### src/rtl/mem_arb_pkg.sv
// Shared types and default sizing for the unified-memory port arbiter.
// Imported by the arbiter top and its starvation counter.
package mem_arb_pkg;

  localparam int ADDR_WIDTH_D   = 32;
  localparam int DATA_WIDTH_D   = 32;
  localparam int MEM_LATENCY_D  = 1;
  localparam int STARVE_LIMIT_D = 4;

  typedef enum logic [1:0] {
    IDLE,
    ACCESS,
    DONE
  } state_t;

  typedef enum logic {
    OWN_CPU,
    OWN_LDR
  } owner_t;

endpackage

### src/rtl/arb_starve_counter.sv
// Saturating count of CPU grants taken while the loader waits.
// at_limit hands the next grant to the loader.
module arb_starve_counter #(
  parameter int LIMIT = 4
) (
  input  logic clk,
  input  logic reset,
  input  logic inc,
  input  logic clr,
  output logic at_limit
);

  localparam int CW = $clog2(LIMIT + 1);

  logic [CW-1:0] cnt;

  assign at_limit = (cnt == CW'(LIMIT));

  always_ff @(posedge clk or negedge reset) begin
    if (!reset) begin
      cnt <= '0;
    end else if (clr) begin
      cnt <= '0;
    end else if (inc && !at_limit) begin
      cnt <= cnt + 1'b1;
    end
  end

endmodule

### src/rtl/mem_port_arbiter.sv
// Arbitrates the unified memory between CPU datapath and program loader.
// Each access: one IDLE decision, MEM_LATENCY ACCESS cycles, one DONE ack.
module mem_port_arbiter
  import mem_arb_pkg::*;
#(
  parameter int ADDR_WIDTH   = ADDR_WIDTH_D,
  parameter int DATA_WIDTH   = DATA_WIDTH_D,
  parameter int MEM_LATENCY  = MEM_LATENCY_D,
  parameter int STARVE_LIMIT = STARVE_LIMIT_D
) (
  input  logic                  clk,
  input  logic                  reset,
  input  logic                  cpu_req,
  input  logic                  cpu_we,
  input  logic [ADDR_WIDTH-1:0] cpu_addr,
  input  logic [DATA_WIDTH-1:0] cpu_wdata,
  output logic [DATA_WIDTH-1:0] cpu_rdata,
  output logic                  cpu_ack,
  output logic                  cpu_stall,
  input  logic                  ldr_req,
  input  logic                  ldr_we,
  input  logic [ADDR_WIDTH-1:0] ldr_addr,
  input  logic [DATA_WIDTH-1:0] ldr_wdata,
  output logic [DATA_WIDTH-1:0] ldr_rdata,
  output logic                  ldr_ack,
  output logic [ADDR_WIDTH-1:0] mem_addr,
  output logic [DATA_WIDTH-1:0] mem_wdata,
  output logic                  mem_we,
  input  logic [DATA_WIDTH-1:0] mem_rdata,
  output logic                  busy
);

  localparam int LW = (MEM_LATENCY > 1) ? $clog2(MEM_LATENCY) : 1;

  state_t         state;
  owner_t         owner;
  logic           lat_we;
  logic [LW-1:0]  lat_cnt;
  logic           at_limit;
  logic           ldr_wins;
  logic           grant;
  logic           inc;
  logic           clr;

  assign ldr_wins  = ldr_req & (~cpu_req | at_limit);
  assign grant     = (state == IDLE) & (cpu_req | ldr_req);
  assign inc       = grant & ~ldr_wins & ldr_req;
  assign clr       = (state == IDLE) & (~ldr_req | ldr_wins);
  assign busy      = (state != IDLE);
  assign cpu_stall = cpu_req & ~cpu_ack;

  arb_starve_counter #(
    .LIMIT(STARVE_LIMIT)
  ) u_starve (
    .clk      (clk),
    .reset    (reset),
    .inc      (inc),
    .clr      (clr),
    .at_limit (at_limit)
  );

  // mem_addr/mem_wdata double as the latched request and hold between accesses
  always_ff @(posedge clk or negedge reset) begin
    if (!reset) begin
      state     <= IDLE;
      owner     <= OWN_CPU;
      lat_we    <= 1'b0;
      lat_cnt   <= '0;
      mem_addr  <= '0;
      mem_wdata <= '0;
      mem_we    <= 1'b0;
      cpu_ack   <= 1'b0;
      ldr_ack   <= 1'b0;
      cpu_rdata <= '0;
      ldr_rdata <= '0;
    end else begin
      mem_we  <= 1'b0;
      cpu_ack <= 1'b0;
      ldr_ack <= 1'b0;
      unique case (state)
        IDLE: begin
          if (grant) begin
            owner     <= ldr_wins ? OWN_LDR : OWN_CPU;
            lat_we    <= ldr_wins ? ldr_we : cpu_we;
            mem_we    <= ldr_wins ? ldr_we : cpu_we;
            mem_addr  <= ldr_wins ? ldr_addr : cpu_addr;
            mem_wdata <= ldr_wins ? ldr_wdata : cpu_wdata;
            lat_cnt   <= LW'(MEM_LATENCY - 1);
            state     <= ACCESS;
          end
        end
        ACCESS: begin
          if (lat_cnt == '0) begin
            if (!lat_we && owner == OWN_CPU) cpu_rdata <= mem_rdata;
            if (!lat_we && owner == OWN_LDR) ldr_rdata <= mem_rdata;
            cpu_ack <= (owner == OWN_CPU);
            ldr_ack <= (owner == OWN_LDR);
            state   <= DONE;
          end else begin
            lat_cnt <= lat_cnt - 1'b1;
          end
        end
        DONE: begin
          state <= IDLE;
        end
        default: begin
          state <= IDLE;
        end
      endcase
    end
  end

endmodule

### config.mk
export PLATFORM = sky130hd
export DESIGN_NAME = mem_port_arbiter
export DESIGN_NICKNAME = d
export VERILOG_FILES = /design/src/rtl/mem_arb_pkg.sv /design/src/rtl/arb_starve_counter.sv /design/src/rtl/mem_port_arbiter.sv
export SDC_FILE = /design/constraint.sdc
export NUM_CORES = 1
export LEC_CHECK = 0
export ABC_AREA = 1
export CORE_MARGIN = 4
export CORE_UTILIZATION = 50
export DETAILED_ROUTE_END_ITERATION = 16
export DONT_BUFFER_PORTS = 1
export PLACE_DENSITY = 0.68
export SETUP_SLACK_MARGIN = 0.3
export SLEW_MARGIN = 25
export SYNTH_ARGS = -nofsm -noshare
export SYNTH_HDL_FRONTEND = slang
export SYNTH_SLANG_ARGS = --single-unit
### constraint.sdc
create_clock -name clk -period 1.4 [get_ports clk]
set_input_delay 0.14 -clock clk [delete_from_list [all_inputs] [get_ports clk]]
set_output_delay 0.14 -clock clk [all_outputs]
set_load 0.01 [all_outputs]
==> results of run 1 <==
critical path: stages, from the launching register on:
cell and delay [ns]:
dfrtp_1 0.39, inv_2 0.09, ha_4 0.14, nand2_4 0.06, nand2_8 0.10, nand2_8 0.09, buf_12 0.14, clkbuf_16 0.16
nand2_1 0.06, nand3_1 0.06, nand2_1 0.08
cells in the mapped netlist, drive strengths merged:
cell type,count,area [µm²]
nand3,132,660.6
dfrtp,138,3453
nand2,268,1021
inv,173,649.4
o21ai,69,349.1
clkbuf,13,56.31
nor2,8,45.04
ha,2,25.02
xor2,1,8.760
buf,34,206.5
flip-flops by register name, summed over array words and instances (netlist names):
name / flops
ldr_ack: 1
mem_addr: 32
mem_we: 1
state: 2
mem_wdata: 32
cpu_ack: 1
u_starve.cnt: 3
owner: 1
ldr_rdata: 32
lat_we: 1
cpu_rdata: 32
where the power goes:
group          internal [µW]  switching [µW]  leakage, µW  total (µW)
Combinational           3780            4260      0.00324        8040
Clock                   2780            1710     0.000279        4490
Sequential              5970            3010      0.00169        8980
Total                  12500            8980      0.00521       21500
cell type report:
class | count | share of cell area (%)
inverter | 173 | 6.657
clock buffer | 19 | 4.362
timing repair buffer | 135 | 19.02
tap | 172 | 2.168
multi-input combinational | 480 | 31.42
antenna | 2 | 0.05043
clock inverter | 11 | 1.513
sequential | 138 | 34.81
final timing paths:
path	to	depth (start not counted)	slack, ns
min in group clk	mem_wdata[17]	3	-0.08
worst min-delay path	cpu_rdata[17]	0	-0.58
max in group asynchronous	u_starve.cnt[2]	0	1.74
worst max-delay path	mem_addr[0]	10	-0.05
worst max register to register	mem_addr[0]	10	-0.05
worst min register to register	cpu_ack	1	0.49
logic make-up (layout without fill, tap and decap cells):
logic type | Yosys count | count (layout) | share of synthesized area, %
simple gates | 408 | 408 | 26.67
buf+inv | 220 | 338 | 14.09
flops | 138 | 138 | 53.33
compound gates | 69 | 69 | 5.391
fa+ha+maj | 2 | 2 | 0.3864
xor+xnor | 1 | 1 | 0.1353
other cells | 0 | 2 | 0
through the flow:
| stage | util [%] | setup slack, ns | hold slack [ns] |
|---|---|---|---|
| floorplan | - | 0.1286 | -0.1556 |
| global placement | 52.52 | 0.01900 | -0.1524 |
| detailed placement | 52.52 | -0.008893 | -0.1531 |
| CTS | 68.74 | 0.004687 | -0.5977 |
| global route | 78.31 | -0.1024 | -0.5975 |
| finish | 78.33 | -0.04609 | -0.5830 |
per-layer routing:
layer | wire length, µm | vias to the layer above | global-route usage [%]
met5 | 0 | - | 0
met1 | 8420 | 3052 | 32.86
met2 | 12590 | 465 | 48.93
met3 | 2635 | 109 | 8.821
li1 | - | 2768 | -
met4 | 1227 | 0 | 12.89
what timing repair did:
| action | CTS | global route |
|---|---|---|
| gates resized for setup | 86 | 235 |
| setup endpoints to repair | 136 | 138 |
| pin swaps | 5 | 33 |
| setup buffers | 10 | 7 |
| cloned | 11 | 13 |
| hold endpoints to repair | 268 | 187 |
==> results.cfg, run 1 <==
[status]
outcome = finished, violations left
violations = negative hold slack, negative setup slack

[route]
drt-wirelength-per-cell_um = 22.02
dr.pass1.iters = 5
viasPerCell = 5.658
drt_iter0_drc = 608
num_vias = 6394
drt_wl_total_um = 24880
drc = 0
drtAntennaViolNets = 0

[sta]
slew_violations = 0
hold_viol_final = 187
worstMarginPinSlew_ns = 0.3037
fmax_mhz = 691.5
max_slew_margin_pct = 79.76
timing.clock.skew_ns = 0.01231
hold_ws_ns = -0.5830
fin_ws_ns = -0.04609
setup_tns_ns = -0.2607
post-route-min-period_ns = 1.446
fin_crit_sh_pct = 103.3
setup_viol = 18
rsz0062_at_grt = true

[yosys]
synth_warnings = 0
yosysUniqueCellTypes = 18
synth-seq-area-share_pct = 53.33
syn_avg_cell_area_um2 = 7.727
synth.net_count = 1006
synth_area_um2 = 6475
syn_inst = 838
ys_seq_elements = 138

[global_routing]
gr-total-overflow = 0
antenna_found_initial = 1
grt_start_max_net_pins = 139
grt_pass1_wl_um = 32560
grtUsageTotal_pct = 28.56
grt_pass1_vias = 6262

[die]
die_y_um = 121.8
pin_count = 299
rows = 41
die_area_um2 = 14830
coreArea_um2 = 12670
initial_core_util_pct = 51.10
die_w_um = 121.8

[layout]
layout.area.seq_um2 = 3455
nets = 1113
final_common_cell = nand2_1
finalNonFillerCells = 1130
drive_above_1_share_pct = 28.45
final_cell_mix = 185 x nand2_1, 168 x inv_1, 137 x dfrtp_1, 83 x dlygate4sd3_1, 80 x nand3_1
multi_input_comb_area_um2 = 3118
fillers = 765
syn2layout_area_growth_pct = 53.28
design_area_um2 = 9925

[cts]
h-tree-depth = 4
cts_hold_buffers = 83
clk_pin_slew_worst_paths_ns = 0.06
cts.sinks = 138
insertion_delay_ns = 0.42
cts-root-buf = clkbuf_16
clockBufferDepth = 2
numCtsBuffers = 17
cts_tree = yes

[critical_path]
worstPathRequired_ns = 1.75
worstPathMaxFanout = 5
startpoint = u_starve.cnt[0]
crit_path_start_kind = flip-flop
path_class = reg2reg
crit_arrival_ns = 1.79
rr_startpoint = u_starve.cnt[0]
endpoint_kind = flip-flop

[placement]
gp_congestion = 0.8254
portBuffers = 0
dp_hpwl_um = 11930
place_inst = 974
placed_area_um2 = 6655

[power_and_ir_drop]
total_power_uw = 21510
p_per_area_nw_per_um2 = 2167
p_leak_uw = 0.005209
peakVddDrop_v = 0.001230

[min_path]
hold_class = in2async

[job]
maxCapViolCount = 0
No activity file was read; power rests on OpenSTA's default activity.
==> run 2, diff against run 1 <==
--- a/config.mk
+++ b/config.mk
@@ -10,7 +10,6 @@
 export CORE_UTILIZATION = 50
 export DETAILED_ROUTE_END_ITERATION = 16
 export DONT_BUFFER_PORTS = 1
-export PLACE_DENSITY = 0.68
 export SETUP_SLACK_MARGIN = 0.3
 export SLEW_MARGIN = 25
 export SYNTH_ARGS = -nofsm -noshare
==> constraint.sdc (replaced) <==
create_clock -name clk -period 1.7 [get_ports clk]
set_input_delay 0.17 -clock clk [delete_from_list [all_inputs] [get_ports clk]]
set_output_delay 0.17 -clock clk [all_outputs]
set_load 0.01 [all_outputs]
==> results.cfg, run 2 (synthesis gave the netlist of run 1 again) <==
[status]
outcome = finished, violations left
violations = negative hold slack

[cts]
cts_tree = yes
clk_pin_slew_worst_paths_ns = 0.06
h-tree-depth = 4
numCtsBuffers = 17
cts.sinks = 138
insertion_delay_ns = 0.42
cts-root-buf = clkbuf_16
clockBufferDepth = 2

[global_routing]
antenna_found_initial = 0
grt_pass1_vias = 6127
grtUsageTotal_pct = 28.12
grt_start_max_net_pins = 139
grt_pass1_wl_um = 31920
gr-total-overflow = 0

[route]
viasPerCell = 5.373
drc = 0
drt_wl_total_um = 21830
num_vias = 6071
drt-wirelength-per-cell_um = 19.32
drt_iter0_drc = 476
dr.pass1.iters = 5
drtAntennaViolNets = 0

[layout]
fillers = 950
syn2layout_area_growth_pct = 40.68
final_common_cell = nand2_1
design_area_um2 = 9109
drive_above_1_share_pct = 16.39
diodes = 0
final_cell_mix = 227 x nand2_1, 169 x inv_1, 138 x dfrtp_1, 102 x nand3_1, 91 x dlygate4sd3_1
nets = 1113

[die]
die_area_um2 = 14830
die_w_um = 121.8
initial_core_util_pct = 51.10
rows = 41
pin_count = 299
die_y_um = 121.8
coreArea_um2 = 12670

[critical_path]
r2r_setup_slack_ns = 0.19
crit_arrival_ns = 1.87
max_stage_delay_ns = 0.39
path_class = reg2reg
crit_path_start_kind = flip-flop
rr_startpoint = u_starve.cnt[1]
endpoint_kind = flip-flop
crit_chain = inv_2 > ha_4 > nand2_4 > nand2_4 > buf_12 > nand2_8 > buf_12 > clkbuf_16 > nand2_1 > nand3_1 > nand2_1
worstPathRequired_ns = 2.06
worstPathMaxFanout = 9
critPathSlowestCell = dfrtp_1
reg2reg_depth = 11
r2r_end = mem_wdata[5]

[power_and_ir_drop]
peakVddDrop_v = 0.0007792
internal-power_uw = 8891
p_sw_share_pct = 40.78
p_seq_share_pct = 47.0
p_leak_uw = 0.004946
p_per_area_nw_per_um2 = 1648
p_comb_share_pct = 29.7
power_switching_uw = 6124
pwr-share-clk_pct = 23.4

[sta]
hold_viol_final = 148
rsz0062_at_grt = true
fin_crit_sh_pct = 88.90
setup_tns_ns = 0
fmax_mhz = 661.7
max_slew_margin_pct = 76.77
timing.clock.skew_ns = 0.005835
fin_ws_ns = 0.1887
hold_ws_ns = -0.5508
worstMarginPinSlew_ns = 0.3481
setup_viol = 0
slew_violations = 0
post-route-min-period_ns = 1.511

[placement]
gp_congestion = 0.8286
dp_hpwl_um = 11850
placed_area_um2 = 6555
dp_slack_ns = 0.2387
portBuffers = 0

[job]
maxCapViolCount = 0

[min_path]
hold_class = in2async
run 2: critical path: cells and delay by family, from the launching register on:
kind | cells | cell delay (ns)
buffers and inverters | 4 | 0.50
AND/OR/NAND/NOR | 6 | 0.39
adder cells (fa/ha/maj) | 1 | 0.14
flip-flops | 1 | 0.39
run 2: how the worst max path moves through the flow:
stage / from / end / slack [ns] / cells past startpoint
2_1_floorplan: u_starve.cnt[0] / mem_wdata[20] / 0.34 / 10
3_3_place_gp: state[1] / ldr_rdata[4] / 0.32 / 4
3_5_place_dp: state[0] / ldr_rdata[12] / 0.24 / 4
4_1_cts: state[0] / ldr_rdata[12] / 0.22 / 4
5_1_grt: u_starve.cnt[1] / mem_wdata[16] / 0.12 / 11
6_report: u_starve.cnt[1] / mem_wdata[5] / 0.19 / 11
run 2: through the flow:
stage | instances | total power (µW) | utilization, %
after global placement | 970 | 10150 | 51.73
final | 1130 | 15010 | 71.89
after global routing | 1130 | 15950 | 71.89
after CTS | 1115 | 14500 | 67.47
after detailed placement | 970 | 10360 | 51.73
after floorplan | 838 | 9246 | -
run 2: layer usage:
metal  up-vias  share of wire (%)  GRT usage (%)
li1       2751                  -              -
met1      2940                 37          32.88
met2       323                 50          46.75
met3        57                9.5          9.517
met4         0                3.5          13.17
met5         -                  0              0
run 2: power groups by stage:
stage,Sequential [µW],Combinational (µW),Clock (µW)
2_1_floorplan,6510,2740,0
5_1_grt,7200,5020,3730
6_report,7050,4460,3510
3_5_place_dp,7050,3310,0
4_1_cts,7040,3880,3580
3_3_place_gp,7050,3100,0
run 2: cell type report:
type | instances | area, µm² | share of cell area [%]
Sequential cell | 138 | 3453 | 37.91
Multi-Input combinational cell | 482 | 2554 | 28.04
Timing Repair Buffer | 133 | 1670 | 18.34
Inverter | 173 | 649.4 | 7.129
Clock buffer | 22 | 474.2 | 5.206
Tap cell | 172 | 215.2 | 2.363
Clock inverter | 10 | 92.59 | 1.016
run 2: timing repair:
item,4_1_cts,5_1_grt
buffers inserted,12,8
hold endpoints to repair,269,159
setup endpoints to repair,103,134
pin swaps,2,42
resized for setup,31,91
hold buffers,90,1
gates cloned,11,6
==> run 3, diff against run 2 <==
--- a/config.mk
+++ b/config.mk
@@ -7,9 +7,9 @@
 export LEC_CHECK = 0
 export ABC_AREA = 1
 export CORE_MARGIN = 4
-export CORE_UTILIZATION = 50
+export CORE_UTILIZATION = 45
 export DETAILED_ROUTE_END_ITERATION = 16
-export DONT_BUFFER_PORTS = 1
+export PLACE_DENSITY = 0.86
 export SETUP_SLACK_MARGIN = 0.3
 export SLEW_MARGIN = 25
 export SYNTH_ARGS = -nofsm -noshare
==> results.cfg, run 3 (synthesis gave the netlist of run 1 again) <==
[power_and_ir_drop]
p_per_area_nw_per_um2 = 1644
peakVddDrop_v = 0.001011
total_power_uw = 19390
p_leak_uw = 0.006263

[critical_path]
worstPathMaxFanout = 8
crit_arrival_ns = 1.90
crit_path_start_kind = flip-flop
worstPathRequired_ns = 2.05
path_class = reg2reg
endpoint_kind = flip-flop

[global_routing]
grtUsageTotal_pct = 29.17
grt_start_max_net_pins = 65
grt_pass1_wl_um = 36920
antenna_found_initial = 0
grt_pass1_vias = 7033
gr-total-overflow = 0

[sta]
fin_ws_ns = 0.1515
setup_tns_ns = 0
timing.clock.skew_ns = 0.01039
fin_crit_sh_pct = 91.09
fmax_mhz = 645.8
post-route-min-period_ns = 1.549
setup_viol = 0
hold_viol_final = 0
worstMarginPinSlew_ns = 0.4726
max_slew_margin_pct = 68.49
rsz0062_at_grt = true
slew_violations = 0

[cts]
numCtsBuffers = 17
insertion_delay_ns = 0.42
h-tree-depth = 4
cts_tree = yes
clk_pin_slew_worst_paths_ns = 0.06
cts.sinks = 138
cts-root-buf = clkbuf_16
clockBufferDepth = 2

[layout]
fillers = 798
diodes = 0
finalNonFillerCells = 1373
nets = 1348
drive_above_1_share_pct = 18.27
final_cell_mix = 227 x nand2_1, 170 x inv_1, 163 x clkdlybuf4s50_1, 137 x dfrtp_1, 131 x dlygate4sd2_1
final_common_cell = nand2_1
syn2layout_area_growth_pct = 82.14
postLayoutCoreUtil_pct = 84.31

[job]
maxCapViolCount = 0

[route]
drtAntennaViolNets = 0
viasPerCell = 5.406
drt-wirelength-per-cell_um = 20.87
drt_iter0_drc = 754
dr.pass1.iters = 7
drc = 0
drt_wl_total_um = 28650
num_vias = 7422

[die]
die_w_um = 128.0
rows = 43
coreArea_um2 = 13990
die_area_um2 = 16370
initial_core_util_pct = 46.29
die_y_um = 128.0
pin_count = 299

[placement]
dp_hpwl_um = 14900
portBuffers = 298
gp_congestion = 0.8120
dp_slack_ns = 0.03451
place_inst = 1283

[status]
outcome = finished, final reports clean

[min_path]
hold_class = in2reg
-- run 3: what timing repair did --
item | 4_1_cts | 5_1_grt
hold buffers | 1 | 0
setup buffers | 15 | 14
setup endpoints to repair | 191 | 136
endpoints found under the hold margin | 40 | 0
gates cloned | 13 | 15
gates resized for setup | 179 | 135
pin swaps | 16 | 49
-- run 3: final timing paths --
check                                 from       endpoint  slack (ns)  cells after the start
hold / removal                     ldr_req   mem_addr[30]        0.26                      4
min in group asynchronous            reset   mem_addr[15]        0.27                      2
max in group asynchronous            reset   mem_wdata[5]        0.85                      3
hold reg to reg              mem_wdata[18]  mem_wdata[18]        0.47                      2
setup reg to reg           u_starve.cnt[0]   mem_addr[27]        0.15                     10
setup / recovery           u_starve.cnt[0]   mem_addr[27]        0.15                     10
-- run 3: power breakdown --
group          total (µW)  leakage (µW)  internal (µW)  switching [µW]
sequential           5860       0.00169           4920             938
combinational        9710       0.00429           4440            5270
clock                3830      0.000283           2360            1470
-- run 3: area by class of cell --
cell class | count | area [µm²] | share of cell area (%)
multi-input combinational | 486 | 2823 | 23.93
clock buffer | 19 | 442.9 | 3.756
inverter | 173 | 651.9 | 5.527
timing repair buffer | 364 | 4029 | 34.16
clock inverter | 13 | 167.7 | 1.422
sequential | 138 | 3455 | 29.29
tap | 180 | 225.2 | 1.910
-- run 3: routing by layer --
metal	share of wire, %	global-route usage [%]	up-vias
met1	35	34.61	3532
met3	9.1	6.125	144
met4	5.3	13.30	0
li1	-	-	3241
met2	51	50.77	505
met5	0	0	-
-- run 3: stage by stage --
step                      hold WS (ns)  area (µm²)
after floorplan                -0.1256        6475
after global placement          0.1346        9647
after detailed placement        0.1292        9647
after CTS                       0.2279       10790
after global routing            0.2613       11790
final                           0.2634       11790
-- run 3: worst max-delay path, cell delays in order, from the launching register on --
cell and delay (ns):
dfrtp_1 0.39, inv_2 0.09, ha_4 0.14, nand2_4 0.06
nand2_8 0.10, nand2_8 0.11, buf_12 0.18, clkbuf_16 0.17
nand2_1 0.08, nand3_1 0.09, nand2_1 0.07
